<file path="src/rtl/measure_sequencer.sv">
// Cursor-measurement sequencer: latch -> |delta| -> 7-cycle shift-add scale -> saturate -> done.
// Optional build macro AUTO_REFRESH_EN adds a free-running periodic internal start.
module measure_sequencer #(
  parameter int SAT_MAX        = 9999,
  parameter int REFRESH_CYCLES = 2500000
) (
  input  logic        clock,
  input  logic        reset_n,
  input  logic        start,
  input  logic [10:0] cursorx1,
  input  logic [10:0] cursorx2,
  input  logic [10:0] cursory1,
  input  logic [10:0] cursory2,
  input  logic [5:0]  sampleadjust1,
  input  logic [5:0]  sampleadjust2,
  input  logic [3:0]  shiftDown1,
  input  logic [3:0]  shiftDown2,
  input  logic [1:0]  waveSel,
  input  logic [2:0]  measurement,
  output logic        busy,
  output logic        done,
  output logic [13:0] num,
  output logic        overflow
);

  localparam logic [2:0] S_IDLE  = 3'd0;
  localparam logic [2:0] S_LATCH = 3'd1;
  localparam logic [2:0] S_ABS   = 3'd2;
  localparam logic [2:0] S_MUL   = 3'd3;
  localparam logic [2:0] S_SAT   = 3'd4;
  localparam logic [2:0] S_DONE  = 3'd5;

  localparam logic [17:0] LP_SAT_ACC = 18'(SAT_MAX);
  localparam logic [13:0] LP_SAT_NUM = 14'(SAT_MAX);

  logic [2:0]  r_state;
  logic [2:0]  w_next;
  logic        r_pending;
  logic [13:0] r_num;
  logic        r_ovf;
  logic        w_start;
  logic        w_valid;

  logic [10:0] r_x1, r_x2, r_y1, r_y2;
  logic        r_mode_y;
  logic [5:0]  r_sadj;
  logic [3:0]  r_sdown;
  logic [17:0] r_mcand;
  logic [6:0]  r_mplier;
  logic [17:0] r_acc;
  logic [2:0]  r_bit_cnt;
  logic [10:0] w_delta_x;
  logic [10:0] w_delta_y;

`ifdef AUTO_REFRESH_EN
  localparam int CW = (REFRESH_CYCLES > 1) ? $clog2(REFRESH_CYCLES) : 1;
  localparam logic [CW-1:0] LP_REFRESH_LAST = CW'(REFRESH_CYCLES - 1);

  logic [CW-1:0] r_refresh_cnt;
  logic          w_auto_start;

  always_ff @(posedge clock) begin
    if (!reset_n)                            r_refresh_cnt <= '0;
    else if (r_refresh_cnt == LP_REFRESH_LAST) r_refresh_cnt <= '0;
    else                                     r_refresh_cnt <= r_refresh_cnt + 1'b1;
  end

  assign w_auto_start = (r_refresh_cnt == LP_REFRESH_LAST);
  assign w_start      = start | w_auto_start;
`else
  assign w_start = start;
`endif

  assign w_valid = (waveSel < 2'd2) && ((measurement == 3'd1) || (measurement == 3'd2));

  always_comb begin
    // NOTE: default assignment first so no path through the case leaves w_next unassigned (no latch).
    w_next = r_state;
    case (r_state)
      S_IDLE:  if (w_start) w_next = S_LATCH;
      // Invalid requests skip ABS/MUL and pass through SAT with a cleared accumulator.
      S_LATCH: w_next = w_valid ? S_ABS : S_SAT;
      S_ABS:   w_next = S_MUL;
      S_MUL:   if (r_bit_cnt == 3'd6) w_next = S_SAT;
      S_SAT:   w_next = S_DONE;
      S_DONE:  w_next = (r_pending || w_start) ? S_LATCH : S_IDLE;
      default: w_next = S_IDLE;
    endcase
  end

  // NOTE: sequential state uses non-blocking assignments so every register sees pre-edge values.
  always_ff @(posedge clock) begin
    if (!reset_n) begin
      r_state   <= S_IDLE;
      r_pending <= 1'b0;
      r_num     <= '0;
      r_ovf     <= 1'b0;
    end else begin
      r_state <= w_next;
      if (r_state == S_DONE)
        r_pending <= 1'b0;
      else if (r_state != S_IDLE && w_start)
        r_pending <= 1'b1;
      if (r_state == S_SAT) begin
        if (r_acc > LP_SAT_ACC) begin
          r_num <= LP_SAT_NUM;
          r_ovf <= 1'b1;
        end else begin
          r_num <= r_acc[13:0];
          r_ovf <= 1'b0;
        end
      end
    end
  end

  assign w_delta_x = (r_x1 >= r_x2) ? (r_x1 - r_x2) : (r_x2 - r_x1);
  assign w_delta_y = (r_y1 >= r_y2) ? (r_y1 - r_y2) : (r_y2 - r_y1);

  // NOTE: datapath registers carry no reset; the FSM always reloads them before they are used.
  always_ff @(posedge clock) begin
    case (r_state)
      S_LATCH: begin
        r_x1     <= cursorx1;
        r_x2     <= cursorx2;
        r_y1     <= cursory1;
        r_y2     <= cursory2;
        r_mode_y <= (measurement == 3'd2);
        r_sadj   <= (waveSel == 2'd0) ? sampleadjust1 : sampleadjust2;
        r_sdown  <= (waveSel == 2'd0) ? shiftDown1 : shiftDown2;
        r_acc    <= '0;
      end
      S_ABS: begin
        r_mcand   <= {7'd0, (r_mode_y ? w_delta_y : w_delta_x)};
        r_mplier  <= r_mode_y ? ({3'd0, r_sdown} + 7'd1) : ({1'b0, r_sadj} + 7'd1);
        r_bit_cnt <= '0;
      end
      S_MUL: begin
        if (r_mplier[0]) r_acc <= r_acc + r_mcand;
        r_mcand   <= r_mcand << 1;
        r_mplier  <= r_mplier >> 1;
        r_bit_cnt <= r_bit_cnt + 3'd1;
      end
      default: ;
    endcase
  end

  assign busy     = (r_state != S_IDLE) && (r_state != S_DONE);
  assign done     = (r_state == S_DONE);
  assign num      = r_num;
  assign overflow = r_ovf;

endmodule

</file>
<file path="config.mk">
export PLATFORM = sky130hd
export DESIGN_NAME = measure_sequencer
export DESIGN_NICKNAME = d
export VERILOG_FILES = /design/src/rtl/measure_sequencer.sv
export SDC_FILE = /design/constraint.sdc
export NUM_CORES = 1
export LEC_CHECK = 0
export CAP_MARGIN = 20
export CORE_MARGIN = 3
export CORE_UTILIZATION = 59
export DETAILED_ROUTE_END_ITERATION = 16
export DONT_BUFFER_PORTS = 1
export PLACE_DENSITY = 0.72
export SLEW_MARGIN = 20
export SYNTH_ARGS = -nofsm -noshare
export SYNTH_HDL_FRONTEND = slang
export SYNTH_SLANG_ARGS = --single-unit
</file>
<file path="constraint.sdc">
create_clock -name clock -period 8.8 [get_ports clock]
set_input_delay 2.2 -clock clock [delete_from_list [all_inputs] [get_ports clock]]
set_output_delay 2.2 -clock clock [all_outputs]
set_load 0.005 [all_outputs]
</file>
Yosys cells after proc, flatten, opt, wreduce, memory -nomap -nowiden
Index checks and enable logic that the tools add are counted.

operators by class
  add/subtract/negate cells = 8
  $lt $le $gt $ge = 4
  equal/unequal tests = 12
  mux-type cells = 18
  bitwise operators = 1
  reduce and logical (&&, ||, !) cells = 13

operator list
  operator              number
  $pmux 18 s2           2
  $sub 11x11->11        4
  $mux 11               3
  $ge 11x11->1          2
  $add 18x18->18        1
  $gt 18x14->1 const B  1
  $mux 18               1
  $pmux 3 s6            1
  $mux 14               1
  $pmux 7 s2            1
  $eq 3x2->1 const B    3
  $eq 3x3->1 const B    3
  $mux 3                3
  $add 6x1->7 const B   1
  $mux 7                1
  $eq 3x1->1 const B    2
  $mux 6                1
  $ne 2x2->1 const B    3
  $pmux 3 s2            1
  $add 4x1->5 const B   1
  $mux 4                1
  $reduce_and 2->1      2
  $reduce_bool 2->1     2
  $add 3x1->3 const B   1
  other kinds (10)      14

word-level totals
  flip-flop bits (word level) = 120
  input port bits = 72
  output and inout bits = 17
  logic and storage cells = 71

Longest topological paths before layout
Gate-level depths: netlist (run 1).

  word-level depth = 5
  gate-level depth with buffers = 12
  depth with buffers taken out = 11

Worst setup path before layout (run 1)
No wires, ideal clock.

  path type = register -> register
  from = reg r_state[0]
  to = reg r_acc[0], enable pin
  setup time = 0.374 ns
  data arrival time = 3.489 ns
  data required time = 8.426 ns
  slack = 4.937 ns
  stages on the path, launching flop included = 5
  buffers on the path = 1
  clock period less this slack = 3.863 ns
  cell sequence = dfxtp_1 -> clkbuf_1 -> nand2b_1 -> nor2_1 -> a21o_1

on the way
  word-level cells in the longest chain between the ends = 3
  elaborated cells between the ends (all ways) = 5
  those cells by class = eq/ne (3); reduce/logical (2)

RTL lines
  what                                                       line  source
  from (decl)                                                36    logic [2:0] r_state;
  from (signal assigned)                                     99    r_state <= w_next;
  $eq 3x2->1 or $eq 3x1->1 (tied branches)                   121   case (r_state)
  $ne 2x2->1 (no line) or $reduce_bool 2->1 (tied branches)  --
  $reduce_and 2->1 (no line) (*)                             --
  to (signal assigned)                                       138   if (r_mplier[0]) r_acc <= r_acc + r_mcand;
  to (decl)                                                  50    logic [17:0] r_acc;

Every way passes the cells marked *; elsewhere a longest branch is shown, timed or not.
A chain may end at the register's enable or synchronous reset.

Worst setup path after layout (run 1)
  from = reg r_state[0]
  to = out done

on the way
  word-level cells in the longest chain between the ends = 1

RTL lines
  what        line  source
  $eq 3x3->1  148   assign done = (r_state == S_DONE);
  to (decl)   21    output logic done,

Every way passes these cells.

==> flow_metrics.env, run 1 <==
export IMPL_outcome="completed"
export IMPL_worst_ep_arrival_time_ps=1490
export IMPL_fp_dieH_um=119
export IMPL_dp_hpwl_um=10900
export IMPL_routed_wl_um=14500
export IMPL_crit_end="done"
export IMPL_pwr_share_comb=0.180
export IMPL_overflow=0
export IMPL_final_common_cell="edfxtp_1"
export IMPL_drtIter0Drc=292
export IMPL_area_growth_pct=8.73
export IMPL_syn_nets=850
export IMPL_r2r_slack_ps=5650
export IMPL_path_class="reg -> out"
export IMPL_clock_root_buffer="clkbuf_16"
export IMPL_cts_resized=0
export IMPL_cp_required_ps=6600
export IMPL_grtUsageTotal=0.214
export IMPL_syn_avg_cell_area_um2=10.6
export IMPL_die_area_um2=14200
export IMPL_clock_latency_ps=420
export IMPL_pin_count=89
export IMPL_grt_pass1_wl_um=24200
export IMPL_cp_max_fo=18
export IMPL_h_tree_depth=4
export IMPL_slew_viol_final=0
export IMPL_switchingPower_mw=0.414
export IMPL_fin_skew_ps=9.61
export IMPL_io_buffer_count=0
export IMPL_power_per_cell_area_nw_per_um2=193
export IMPL_grt_max_degree=57
export IMPL_period_needed_ps=3690
export IMPL_seqPwrFrac=0.429
export IMPL_slew_headroom=0.423
export IMPL_synth_seq_cells=120
export IMPL_synth_top_area_frac=0.402
export IMPL_ys_warn_count=0
export IMPL_hold_path_class="reg -> reg"
export IMPL_r2r_end="r_mcand[10]$_DFFE_PP_"
export IMPL_cts_tree="done"
export IMPL_min_period_over_period=0.419
export IMPL_grt_pass1_vias=5118
export IMPL_whs_ps=484
export IMPL_startpoint="r_state[0]$_SDFFE_PN0P_"
export IMPL_post_route_drc_count=0
export IMPL_hold_viol_final=0
export IMPL_maxCapViolCount=0
export IMPL_final_cell_mix="101 x edfxtp_1, 66 x inv_1, 63 x ha_1, 59 x nor2_1, 39 x nand2_1"
export IMPL_gp_congestion=0.860
export IMPL_internal_power_mw=1.17
export IMPL_core_area_um2=12300
export IMPL_die_w_um=119
export IMPL_ant_nets=0
export IMPL_synth_cell_types=76
export IMPL_postLayoutCoreUtil=0.668
export IMPL_reg2regPathDepth=10
export IMPL_vias=5198
export IMPL_synth_top_area_cell="edfxtp_1"
export IMPL_yosys_top_cells_area="edfxtp_1 40%, ha_1 10%, dfxtp_1 5.0%, inv_1 3.3%, nor2_1 3.0%"
export IMPL_cts_clk_slew_worst_paths_ps=50
export IMPL_startpoint_type="flop"
export IMPL_vias_per_cell=5.85
export IMPL_ir_worst_vdd_mv=0.178
export IMPL_fmax_mhz=271
export IMPL_endpoint_kind="output port"
export IMPL_antenna_cells=0
export IMPL_final_nets=848
export IMPL_synth_ff_type="edfxtp_1"
export IMPL_place_inst=857
export IMPL_synth_cells=710
export IMPL_yosysSeqAreaShare=0.453
export IMPL_cts_sinks=120
export IMPL_clockPowerShare=0.392
export IMPL_setup_viol=0
export IMPL_r2r_start="r_x1[1]$_DFFE_PP_"
export IMPL_syn_area_um2=7540
export IMPL_post_cts_setup_buffer_count=0
export IMPL_synth_async_reset_ratio=0
export IMPL_cts_made_buffers=17
export IMPL_drt_pass1_iter_count=5
export IMPL_setup_tns_ps=0
export IMPL_rows=40
export IMPL_worst_slew_pin_slew_ps=866
export IMPL_cts_hold_fix_buffers=0
export IMPL_initial_core_util=0.615
export IMPL_cts_buffer_depth=2
export IMPL_leakage_nw=3.34
export IMPL_p_sw_frac=0.261
export IMPL_rsz0062_at_grt="no"
export IMPL_antenna_found_initial=0
export IMPL_fin_cells=889
export IMPL_final_layout_size_suffix_gt1_frac=0.103
export IMPL_routedWlPerCell_um=16.4
export IMPL_synth_edf_count=101
## cell type report
cell class,count,area [um2]
fill,950,4070
multi-input combinational,498,3750
sequential,120,3410
clock buffer,22,454
inverter,66,248
tap,168,210
clock inverter,10,80.1
timing repair buffer,5,37.5
## sequential cells by signal (all words and copies together), names as in the netlist
register   flops
r_acc         18
r_y1          11
r_bit_cnt      3
r_mode_y       1
r_x2          11
r_mplier       7
r_y2          11
r_sdown        4
r_state        3
overflow       1
r_mcand       18
num           14
r_pending      1
r_x1          11
r_sadj         6
## metrics by stage
| step | total power, mW | cell area [um2] | setup WS [ps] |
|---|---|---|---|
| after global placement | 0.962 | 7660 | 5380 |
| after floorplan | 0.922 | 7540 | 4940 |
| after global routing | 1.66 | 8200 | 4960 |
| after detailed placement | 0.973 | 7660 | 5330 |
| final | 1.59 | 8200 | 5110 |
| after CTS | 1.60 | 8200 | 5080 |
## kinds of logic after synthesis
family | synth area share
and+or+nand+nor | 0.138
AOI/OAI and AO/OA | 0.163
DFF | 0.453
buffers and inverters | 0.0506
adders and majority gates | 0.118
muxes | 0.0450
xor gates and xnor gates | 0.0325
## worst min path at each step
stage / startpoint / endpoint / slack [ps] / depth (start not counted)
global placement: num[12]$_SDFFE_PN0P_ / num[12]$_SDFFE_PN0P_ / 470 / 2
global route: num[12]$_SDFFE_PN0P_ / num[12]$_SDFFE_PN0P_ / 510 / 2
CTS: num[12]$_SDFFE_PN0P_ / num[12]$_SDFFE_PN0P_ / 490 / 2
floorplan: num[11]$_SDFFE_PN0P_ / num[11]$_SDFFE_PN0P_ / 460 / 2
detailed placement: num[12]$_SDFFE_PN0P_ / num[12]$_SDFFE_PN0P_ / 480 / 2
finish: num[12]$_SDFFE_PN0P_ / num[12]$_SDFFE_PN0P_ / 480 / 2
## metal layers
layer | wire [um] | share of wire | global-route usage | vias up
li1 | - | - | - | 2585
met1 | 6580 | 0.45 | 0.282 | 2480
met2 | 6990 | 0.48 | 0.336 | 118
met3 | 730 | 0.050 | 0.0651 | 15
met4 | 244 | 0.017 | 0.0768 | 0
met5 | 0 | 0 | 0 | -
## power by group through the flow
stage               clock [mW]  sequential [mW]  combinational (mW)
floorplan                    0            0.684               0.238
CTS                      0.632            0.680               0.284
global route             0.660            0.683               0.319
detailed placement           0            0.691               0.282
global placement             0            0.689               0.273
finish                   0.621            0.680               0.285
## critical path, stage by stage, from the launching register on
cell	delay, ps
dfxtp_1	650
nand2b_1	220
nor2_1	210
## cells in the mapped netlist (3+ instances only)
cell,count
nor2_1,60
a211o_1,4
xor2_1,11
nor3_1,17
or3_1,3
mux2_2,15
nand4_1,3
nor3b_1,6
or2_2,3
and3_1,10
dfxtp_1,19
a31oi_1,10
xnor2_1,17
nand2b_1,9
nor4_1,4
nand2_1,39
mux2i_1,17
a22oi_1,5
clkbuf_1,15
a21boi_0,6
fa_1,5
a221o_1,4
buf_4,5
o211ai_1,6
and2_1,5
o21a_1,11
edfxtp_1,101
nand3_1,14
o221a_2,7
a21o_1,15
o21ai_0,25
inv_1,66
a211oi_1,8
nor2b_1,15
a21oi_1,32
ha_1,63
nand3b_1,6
(Power assumes the default switching activity.)
==> inputs of run 2 (changes only) <==
clock period = 3.8 ns   (was 8.8 ns; I/O delays follow)
==> run 2 against run 1 <==
Final cell count grew 0.11%. Clock power grew 150%. Global-route usage grew 0.69 points. Critical path depth grew 8. Flip-flop and latch count is the same. Highest routed layer unchanged.
==> flow_metrics.env, run 2 (synthesized netlist as in run 1, its figures left out) <==
export IMPL_cts_resized=0
export IMPL_drt_pass1_iter_count=4
export IMPL_setup_tns_ps=0
export IMPL_fin_skew_ps=7.49
export IMPL_grt_pass1_wl_um=24700
export IMPL_grt_pass1_vias=5104
export IMPL_antenna_cells=0
export IMPL_cts_hold_fix_buffers=0
export IMPL_maxCapViolCount=0
export IMPL_r2r_end="r_mcand[8]$_DFFE_PP_"
export IMPL_pin_count=89
export IMPL_r2r_slack_ps=710
export IMPL_cts_clk_slew_worst_paths_ps=60
export IMPL_path_class="reg -> reg"
export IMPL_dp_hpwl_um=11200
export IMPL_antenna_found_initial=0
export IMPL_period_needed_ps=3090
export IMPL_h_tree_depth=4
export IMPL_cp_max_fo=16
export IMPL_cp_required_ps=3950
export IMPL_hold_viol_final=0
export IMPL_ir_worst_vdd_mv=0.314
export IMPL_fmax_mhz=323
export IMPL_cp_top_family="compound AO/OA/AOI/OAI gates"
export IMPL_final_layout_size_suffix_gt1_frac=0.107
export IMPL_worst_slew_pin_slew_ps=811
export IMPL_die_area_um2=14200
export IMPL_hold_path_class="reg -> reg"
export IMPL_crit_end="r_mcand[8]$_DFFE_PP_"
export IMPL_initial_core_util=0.615
export IMPL_post_cts_setup_buffer_count=0
export IMPL_cts_sinks=120
export IMPL_final_nets=849
export IMPL_grtUsageTotal=0.221
export IMPL_power_per_cell_area_nw_per_um2=459
export IMPL_endpoint_kind="flop"
export IMPL_cts_buffer_depth=2
export IMPL_crit_buf_inv=1
export IMPL_die_w_um=119
export IMPL_min_period_over_period=0.814
export IMPL_clock_latency_ps=420
export IMPL_rows=40
export IMPL_slew_viol_final=0
export IMPL_startpoint_type="flop"
export IMPL_fillers=923
export IMPL_fp_dieH_um=119
export IMPL_routed_wl_um=15300
export IMPL_cp_slowest_cell="a31oi_4"
export IMPL_clock_root_buffer="clkbuf_16"
export IMPL_r2r_start="r_x1[1]$_DFFE_PP_"
export IMPL_area_growth_pct=9.43
export IMPL_io_buffer_count=0
export IMPL_outcome="completed"
export IMPL_final_cell_mix="101 x edfxtp_1, 66 x inv_1, 63 x ha_1, 59 x nor2_1, 39 x nand2_1"
export IMPL_worst_ep_arrival_time_ps=3250
export IMPL_drtIter0Drc=372
export IMPL_crit_chain="inv_1, ha_1, nor2b_1, o31a_1, o21ai_1, a21oi_1, a31oi_4, mux2i_1, a31oi_1, nor3_1"
export IMPL_startpoint="r_x1[1]$_DFFE_PP_"
export IMPL_ant_nets=0
export IMPL_routedWlPerCell_um=17.2
export IMPL_rsz0062_at_grt="no"
export IMPL_cts_made_buffers=17
export IMPL_gp_congestion=0.855
export IMPL_leakage_nw=3.35
export IMPL_final_common_cell="edfxtp_1"
export IMPL_slew_headroom=0.457
export IMPL_power_mw=3.78
export IMPL_cpPeakStageDelay_ps=520
export IMPL_vias_per_cell=5.90
export IMPL_post_route_drc_count=0
export IMPL_core_area_um2=12300
export IMPL_path_depth=10
export IMPL_grt_max_degree=56
export IMPL_cts_tree="done"
export IMPL_overflow=0
export IMPL_vias=5254
export IMPL_reg2regPathDepth=10
export IMPL_setup_viol=0
run 2: cell types whose count changed in the layout (fill, tap and decap cells not counted), moves of 2 or more:
cell	delta
clkinvlp_4	-2
clkbuf_8	+3
inv_4	+2
clkbuf_16	+2
clkinv_2	-3
run 2: worst min-delay path by stage:
stage                               startpoint                    to  slack, ps  depth (start not counted)
after floorplan           num[11]$_SDFFE_PN0P_  num[11]$_SDFFE_PN0P_        460                          2
after global placement    num[12]$_SDFFE_PN0P_  num[12]$_SDFFE_PN0P_        470                          2
after detailed placement  num[12]$_SDFFE_PN0P_  num[12]$_SDFFE_PN0P_        480                          2
after CTS                 num[12]$_SDFFE_PN0P_  num[12]$_SDFFE_PN0P_        490                          2
after global routing      num[11]$_SDFFE_PN0P_  num[11]$_SDFFE_PN0P_        510                          2
final                     num[11]$_SDFFE_PN0P_  num[11]$_SDFFE_PN0P_        490                          2
run 2: worst min-delay path: cells and delay by family, from the launching register on:
| family | cells | cell delay [ps] |
|---|---|---|
| AO/OA/AOI/OAI | 1 | 60 |
| flip-flops | 1 | 320 |
| AND/OR/NAND/NOR | 1 | 60 |
run 2: layout make-up:
class                           count  area (um2)  area share
Clock buffer                       26         542      0.0657
Sequential cell                   120        3410       0.414
Timing Repair Buffer                6        45.0     0.00546
Tap cell                          168         210      0.0255
Inverter                           66         248      0.0300
Multi-Input combinational cell    498        3760       0.456
Clock inverter                      6        32.5     0.00394
run 2: stage by stage:
| stage | cells | hold WS, ps | instance area [um2] | utilization | setup WS [ps] |
|---|---|---|---|---|---|
| after floorplan | 710 | 457 | 7540 | - | 829 |
| after global placement | 858 | 471 | 7670 | 0.626 | 818 |
| after detailed placement | 858 | 480 | 7670 | 0.626 | 735 |
| after CTS | 890 | 488 | 8240 | 0.672 | 716 |
| after global routing | 890 | 505 | 8250 | 0.673 | 480 |
| final | 890 | 485 | 8250 | 0.673 | 707 |
run 2: power by group:
part	internal (mW)	switching [mW]	leakage, nW
sequential	1.52	0.0475	1.08
clock	0.976	0.554	0.291
combinational	0.290	0.393	1.98
run 2: routing by layer:
layer | vias up | GRT usage | routed length [um]
met5 | - | 0 | 0
met3 | 18 | 0.0494 | 568
met1 | 2527 | 0.269 | 6760
met4 | 0 | 0.0862 | 279
li1 | 2600 | - | -
met2 | 109 | 0.382 | 7690
